File: src/rtl/rl_pkg.sv
// Shared types and constants for the Q-learning update datapath.
// Q values are signed Q8.8; learning rate and discount are unsigned Q8.8.
package rl_pkg;

    localparam int Q_W         = 16;
    localparam int FRAC_W      = 8;
    localparam int NUM_ACTIONS = 4;
    // Wide enough for alpha * td without overflow (17-bit x ~26-bit signed).
    localparam int CALC_W      = 48;

    typedef logic signed [Q_W-1:0] q_t;

    typedef enum logic [1:0] {
        IDLE,
        FETCH,
        CALC,
        WRITE
    } fsm_t;

    function automatic logic is_one_hot(input logic [NUM_ACTIONS-1:0] a);
        return (a != '0) && ((a & (a - 1'b1)) == '0);
    endfunction

    function automatic logic [1:0] act_idx(input logic [NUM_ACTIONS-1:0] a);
        logic [1:0] idx;
        idx = '0;
        for (int unsigned i = 0; i < NUM_ACTIONS; i++) begin
            if (a[i]) idx = i[1:0];
        end
        return idx;
    endfunction

endpackage

File: src/rtl/q_max4.sv
// Combinational signed maximum of four Q values.
module q_max4
    import rl_pkg::*;
(
    input  q_t q0,
    input  q_t q1,
    input  q_t q2,
    input  q_t q3,
    output q_t q_max
);

    q_t max01;
    q_t max23;

    // Two-level compare tree over signed Q8.8 values
    always_comb begin
        max01 = (q0 >= q1) ? q0 : q1;
        max23 = (q2 >= q3) ? q2 : q3;
        q_max = (max01 >= max23) ? max01 : max23;
    end

endmodule

File: src/rtl/q_updater.sv
// Q-table with a four-state one-step Q-learning update engine and a
// registered row read port.
// Optional build macro Q_UPDATER_SAT_EN: saturate q+delta to 0x8000..0x7FFF
// instead of wrapping to the low 16 bits.
module q_updater
    import rl_pkg::*;
#(
    parameter int NUM_STATES = 16,
    parameter int STATE_W    = 4
)(
    input  logic               clk,
    input  logic               rst_n,
    input  logic               upd_valid,
    output logic               upd_ready,
    input  logic [STATE_W-1:0] state,
    input  logic [STATE_W-1:0] next_state,
    input  logic [3:0]         action,
    input  logic [15:0]        reward,
    input  logic [15:0]        alpha,
    input  logic [15:0]        gamma,
    output logic               upd_done,
    output logic               upd_err,
    input  logic [STATE_W-1:0] rd_state,
    output logic [63:0]        rd_q_values
);

`ifdef Q_UPDATER_SAT_EN
    localparam logic signed [CALC_W-1:0] Q_MAX_X = {{(CALC_W-Q_W+1){1'b0}}, {(Q_W-1){1'b1}}};
    localparam logic signed [CALC_W-1:0] Q_MIN_X = {{(CALC_W-Q_W+1){1'b1}}, {(Q_W-1){1'b0}}};
`endif

    fsm_t                      st;
    logic [STATE_W-1:0]        s_r;
    logic [STATE_W-1:0]        ns_r;
    logic [NUM_ACTIONS-1:0]    a_r;
    q_t                        r_r;
    logic [Q_W-1:0]            alpha_r;
    logic [Q_W-1:0]            gamma_r;
    q_t                        q_r;
    q_t                        m_r;
    q_t                        m_w;
    q_t                        new_q;
    logic signed [CALC_W-1:0]  delta_r;
    logic signed [CALC_W-1:0]  delta_w;
    logic signed [CALC_W-1:0]  sum_w;
    logic signed [CALC_W-1:0]  gamma_x;
    logic signed [CALC_W-1:0]  alpha_x;
    logic signed [CALC_W-1:0]  m_x;
    logic signed [CALC_W-1:0]  q_x;
    logic signed [CALC_W-1:0]  r_x;
    logic signed [CALC_W-1:0]  gm;
    logic signed [CALC_W-1:0]  td;
    logic signed [CALC_W-1:0]  prod;
    logic [1:0]                a_idx;
    logic                      a_ok;
    logic                      unused_sum_hi;

    q_t tbl [NUM_STATES][NUM_ACTIONS];

    assign a_idx = act_idx(a_r);
    assign a_ok  = is_one_hot(a_r);

    q_max4 u_max (
        .q0    (tbl[ns_r][0]),
        .q1    (tbl[ns_r][1]),
        .q2    (tbl[ns_r][2]),
        .q3    (tbl[ns_r][3]),
        .q_max (m_w)
    );

    // TD error and scaled delta; shifts are arithmetic so truncation floors
    always_comb begin
        gamma_x = {{(CALC_W-Q_W){1'b0}}, gamma_r};
        alpha_x = {{(CALC_W-Q_W){1'b0}}, alpha_r};
        m_x     = {{(CALC_W-Q_W){m_r[Q_W-1]}}, m_r};
        q_x     = {{(CALC_W-Q_W){q_r[Q_W-1]}}, q_r};
        r_x     = {{(CALC_W-Q_W){r_r[Q_W-1]}}, r_r};
        gm      = gamma_x * m_x;
        td      = r_x + (gm >>> FRAC_W) - q_x;
        prod    = alpha_x * td;
        delta_w = prod >>> FRAC_W;
    end

    // Updated entry value: wrap by default, clamp when saturation is built in
    always_comb begin
        sum_w = q_x + delta_r;
        new_q = sum_w[Q_W-1:0];
`ifdef Q_UPDATER_SAT_EN
        if (sum_w > Q_MAX_X) begin
            new_q = {1'b0, {(Q_W-1){1'b1}}};
        end else if (sum_w < Q_MIN_X) begin
            new_q = {1'b1, {(Q_W-1){1'b0}}};
        end
`endif
    end

    assign unused_sum_hi = ^sum_w[CALC_W-1:Q_W];

    // Update sequencer: accept, fetch q and max, compute delta, write back
    always_ff @(posedge clk or negedge rst_n) begin
        if (!rst_n) begin
            st        <= IDLE;
            upd_ready <= 1'b1;
            upd_done  <= 1'b0;
            upd_err   <= 1'b0;
            s_r       <= '0;
            ns_r      <= '0;
            a_r       <= '0;
            r_r       <= '0;
            alpha_r   <= '0;
            gamma_r   <= '0;
            q_r       <= '0;
            m_r       <= '0;
            delta_r   <= '0;
        end else begin
            upd_done <= 1'b0;
            upd_err  <= 1'b0;
            case (st)
                IDLE: begin
                    if (upd_valid && upd_ready) begin
                        s_r       <= state;
                        ns_r      <= next_state;
                        a_r       <= action;
                        r_r       <= reward;
                        alpha_r   <= alpha;
                        gamma_r   <= gamma;
                        upd_ready <= 1'b0;
                        st        <= FETCH;
                    end
                end
                FETCH: begin
                    q_r <= tbl[s_r][a_idx];
                    m_r <= m_w;
                    st  <= CALC;
                end
                CALC: begin
                    delta_r <= delta_w;
                    st      <= WRITE;
                end
                WRITE: begin
                    upd_done  <= 1'b1;
                    upd_err   <= !a_ok;
                    upd_ready <= 1'b1;
                    st        <= IDLE;
                end
                default: begin
                    upd_ready <= 1'b1;
                    st        <= IDLE;
                end
            endcase
        end
    end

    // Q-table storage; written only on the edge leaving WRITE with a valid action
    always_ff @(posedge clk or negedge rst_n) begin
        if (!rst_n) begin
            for (int unsigned i = 0; i < NUM_STATES; i++) begin
                for (int unsigned j = 0; j < NUM_ACTIONS; j++) begin
                    tbl[i][j] <= '0;
                end
            end
        end else if (st == WRITE && a_ok) begin
            tbl[s_r][a_idx] <= new_q;
        end
    end

    // Registered row read; samples the table before any same-edge write lands
    always_ff @(posedge clk or negedge rst_n) begin
        if (!rst_n) begin
            rd_q_values <= '0;
        end else begin
            for (int unsigned j = 0; j < NUM_ACTIONS; j++) begin
                rd_q_values[Q_W*j +: Q_W] <= tbl[rd_state][j];
            end
        end
    end

endmodule
File: config.mk
export PLATFORM = sky130hd
export DESIGN_NAME = q_updater
export DESIGN_NICKNAME = d
export VERILOG_FILES = /design/src/rtl/rl_pkg.sv /design/src/rtl/q_max4.sv /design/src/rtl/q_updater.sv
export SDC_FILE = /design/constraint.sdc
export NUM_CORES = 2
export LEC_CHECK = 0
export CELL_PAD_IN_SITES_DETAIL_PLACEMENT = 1
export CELL_PAD_IN_SITES_GLOBAL_PLACEMENT = 1
export CORE_UTILIZATION = 48
export CTS_CLUSTER_SIZE = 30
export DETAILED_ROUTE_END_ITERATION = 6
export GPL_TIMING_DRIVEN = 1
export PLACE_DENSITY = 0.8
export SKIP_LAST_GASP = 1
export SLEW_MARGIN = 20
export SYNTH_ARGS = -nofsm -noshare
export SYNTH_HDL_FRONTEND = slang
export SYNTH_SLANG_ARGS = --single-unit
File: constraint.sdc
create_clock -name clk -period 13.08 [get_ports clk]
set_clock_uncertainty 0.1 [all_clocks]
set_input_delay 2.616 -clock clk [delete_from_list [all_inputs] [get_ports clk]]
set_output_delay 2.616 -clock clk [all_outputs]
set_load 0.01 [all_outputs]
==> out/results.ini <==
[status]
status=finished, violations left
violations=design-rule violations, negative setup slack

[sta]
max_slew_margin_pct=6.603
fmax_mhz=73.05
fin_crit_ns=13.69
rsz0062_at_grt=true
finalCritPeriodShare_pct=104.7
setup_viol=1
slew_violations=0
fin_ws_ns=-0.6095
worst_slew_pin_slew_ns=1.386
final_hold_viol_count=0

[power]
switchingPower_mw=1.909
switching_share_pct=23.51
internal_power_mw=6.212
power.density_nw_per_um2=84.34
vdd_drop_max_v=0.0001155
p_comb_share_pct=2.6
p_clk_share_pct=51.7
power_leakage_nw=40.23
seqPwrFrac_pct=45.8

[cts]
cts.sinks=1201
clk_latency_ns=0.84
cts_max_path_buffers=3
cts_hold_buf=0
cts_tree=done
clkSlewWorstSetupHoldPaths_ns=0.06
root_buffer=clkbuf_16
cts_made_buffers=141
h-tree-depth=4

[die]
die_w_um=423.7
rows=154
fp.coreArea_um2=176300
die-area_um2=179500
start_util_pct=48.42
die_h_um=423.7
io_pins=134

[logic_synthesis]
synthTopCellsByArea=dfrtp_1 (35%), mux4_2 (25%), fa_1 (9.5%)
yosysSeqAreaShare_pct=35.21
synthesis.nets=8173
synth.cell_area_um2=85370
synthArstFlopShare_pct=100.0
yosysWarnings=0
synthFlopType=dfrtp_1
avgSynthCellArea_um2=11.49
yosys.cell_types.count=73
synth_top_cell_by_area=dfrtp_1
synth_cells=7428
synth.top_cell.area_share_pct=35.18
ys_ff_latch=1201
synth_enable_flop_cells=0

[setup_path]
worstPathMaxFanout=6
critPathMaxStageDelay_ns=0.60
critical_path_required_ns=13.66
start_kind=flop
crit_path_top_delay_cell=fa_2
rrSetupSlack_ns=-0.61
worst_ep_arrival_time_ns=14.27
worst_path_most_repeated_cell=fa_1
criticalPathCategory=flop to flop
cp-end-kind=flop

[route]
vias=66700
routed_wl_um=313400
wire_per_inst_um=31.55
antenna_left=0
viasPerCell=6.715
drc=28
firstDrtPassIters=7
dr.first_iter.drc_count=7042

[placement]
hpwl_um=197200
io_buffers=133
globalplace.congestion=0.9169
pre_cts_ws_ns=-0.8502

[layout]
most-common-layout-cells=nand2_1 (1241), dfrtp_1 (1175), o21ai_0 (977)
seqCellArea_um2=30110
fill_cells=17980
nets=8216
multi_input_area_um2=51620
final_util_pct=54.61
drive_gt1_share_pct=25.14
final_common_cell=nand2_1
syn2layout_area_growth_pct=12.79

[global_routing]
grt_pass1_vias=74260
antenna_found_initial=12
grt_max_degree=148
grt_first_pass_wirelength_um=470700
overflow=0
gr-usage-all-layers_pct=35.20

[job]
cap_violations=0

[hold_path]
hold_path.class=flop to flop

==> cell usage after synthesis (all sizes together) (2+ instances only) <==
cell type,n
a221oi,2
and2,266
nand3,15
nor2,149
or3,19
o41ai,3
a31oi,73
a211oi,4
o31ai,3
mux2i,7
and4,4
o21a,23
nand2,1252
a22oi,19
o2111ai,3
nor3b,2
mux4,960
o211ai,4
dfrtp,1200
nand4,14
xnor3,2
nor3,21
clkbuf,528
o21ai,991
a211o,2
nor2b,32
buf,105
fa,407
mux2,140
ha,271
o21bai,5
a21o,30
a21oi,141
nand2b,15
and3,6
xnor2,70
o221ai,2
o211a,2
a311o,14
xor2,27
a21boi,18
inv,559
==> power by group through the flow <==
stage	registers [mW]	clock network [mW]	logic, mW
final	3.72	4.20	0.209
after global routing	3.71	4.37	0.228
after CTS	3.72	4.23	0.213
after detailed placement	3.78	0	0.213
after global placement	3.78	0	0.210
after floorplan	3.78	0	0.0780
==> worst max-delay path, delay by kind of cell (launching register included) <==
kind | cells | cell delay (ns)
adder cells (fa/ha/maj) | 16 | 7.57
AO/OA/AOI/OAI | 13 | 2.07
buffers and inverters | 13 | 1.11
XOR/XNOR | 5 | 1.03
AND/OR/NAND/NOR | 7 | 0.93
flip-flops | 1 | 0.45
multiplexers | 1 | 0.27
==> what timing repair did <==
action | 4_1_cts | 5_1_grt
setup endpoints to repair | 3 | 7
resized for setup | 50 | 78
buffers inserted | 25 | 19
pin swaps | 40 | 66
==> worst paths after layout <==
check	cells past startpoint	startpoint	endpoint
max in group asynchronous	3	rst_n	gamma_r[2]
worst max-delay path	55	m_r[4]	delta_r[15]
min in group asynchronous	1	rst_n	tbl[246]
worst min register to register	1	r_r[3]	r_r[3]
worst min-delay path	1	r_r[3]	r_r[3]
worst max register to register	55	m_r[4]	delta_r[15]
==> layer usage <==
layer	part of all wire, %	wire (um)	GRT usage (%)	up-vias
met5	0.080	250	0	-
met3	8.5	26630	7.520	1346
met2	48	151100	56.67	3899
li1	-	-	-	26430
met1	34	108100	41.72	35020
met4	8.7	27340	26.28	8
==> sequential cells by signal (all words and copies together), names as in the netlist <==
name and flops:
tbl 1024, rd_q_values 64, alpha_r 16, delta_r 16, gamma_r 16, m_r 16
q_r 16, r_r 16, a_r 4, ns_r 4, s_r 4, st 2
upd_done 1, upd_err 1, upd_ready 1
==> metrics by stage <==
stage	cells	power (mW)	hold slack, ns	setup TNS [ns]	cell area, um^2
2_1_floorplan	7428	3.862	0.3771	0	85480
3_3_place_gp	9623	3.993	0.3895	-0.4028	90510
3_5_place_dp	9623	3.996	0.3982	-1.112	90510
4_1_cts	9906	8.157	0.4097	-0.3400	95780
5_1_grt	9926	8.307	0.4378	-2.446	96270
6_report	9933	8.121	0.4066	-0.6095	96280
==> final cells by class <==
type / instances / area share [%]
Sequential cell: 1201 / 31.27
Timing Repair Buffer: 533 / 4.816
Tap cell: 2340 / 3.041
Multi-Input combinational cell: 5035 / 53.61
Inverter: 559 / 2.179
Antenna cell: 7 / 0.01819
Clock buffer: 197 / 4.195
Clock inverter: 61 / 0.8720
==> cells by family (layout without fill, tap and decap cells) <==
family / after synthesis / in the layout / share of synthesized area [%]
compound gates: 1348 / 1348 / 8.584
flops: 1201 / 1201 / 35.21
other cells: 0 / 7 / 0
fa+ha+maj: 678 / 678 / 13.52
xor+xnor: 100 / 100 / 1.111
mux: 1107 / 1107 / 27.26
simple gates: 1802 / 1802 / 9.080
buf+inv: 1192 / 1350 / 5.247
Power figures use the tool's default switching activity.
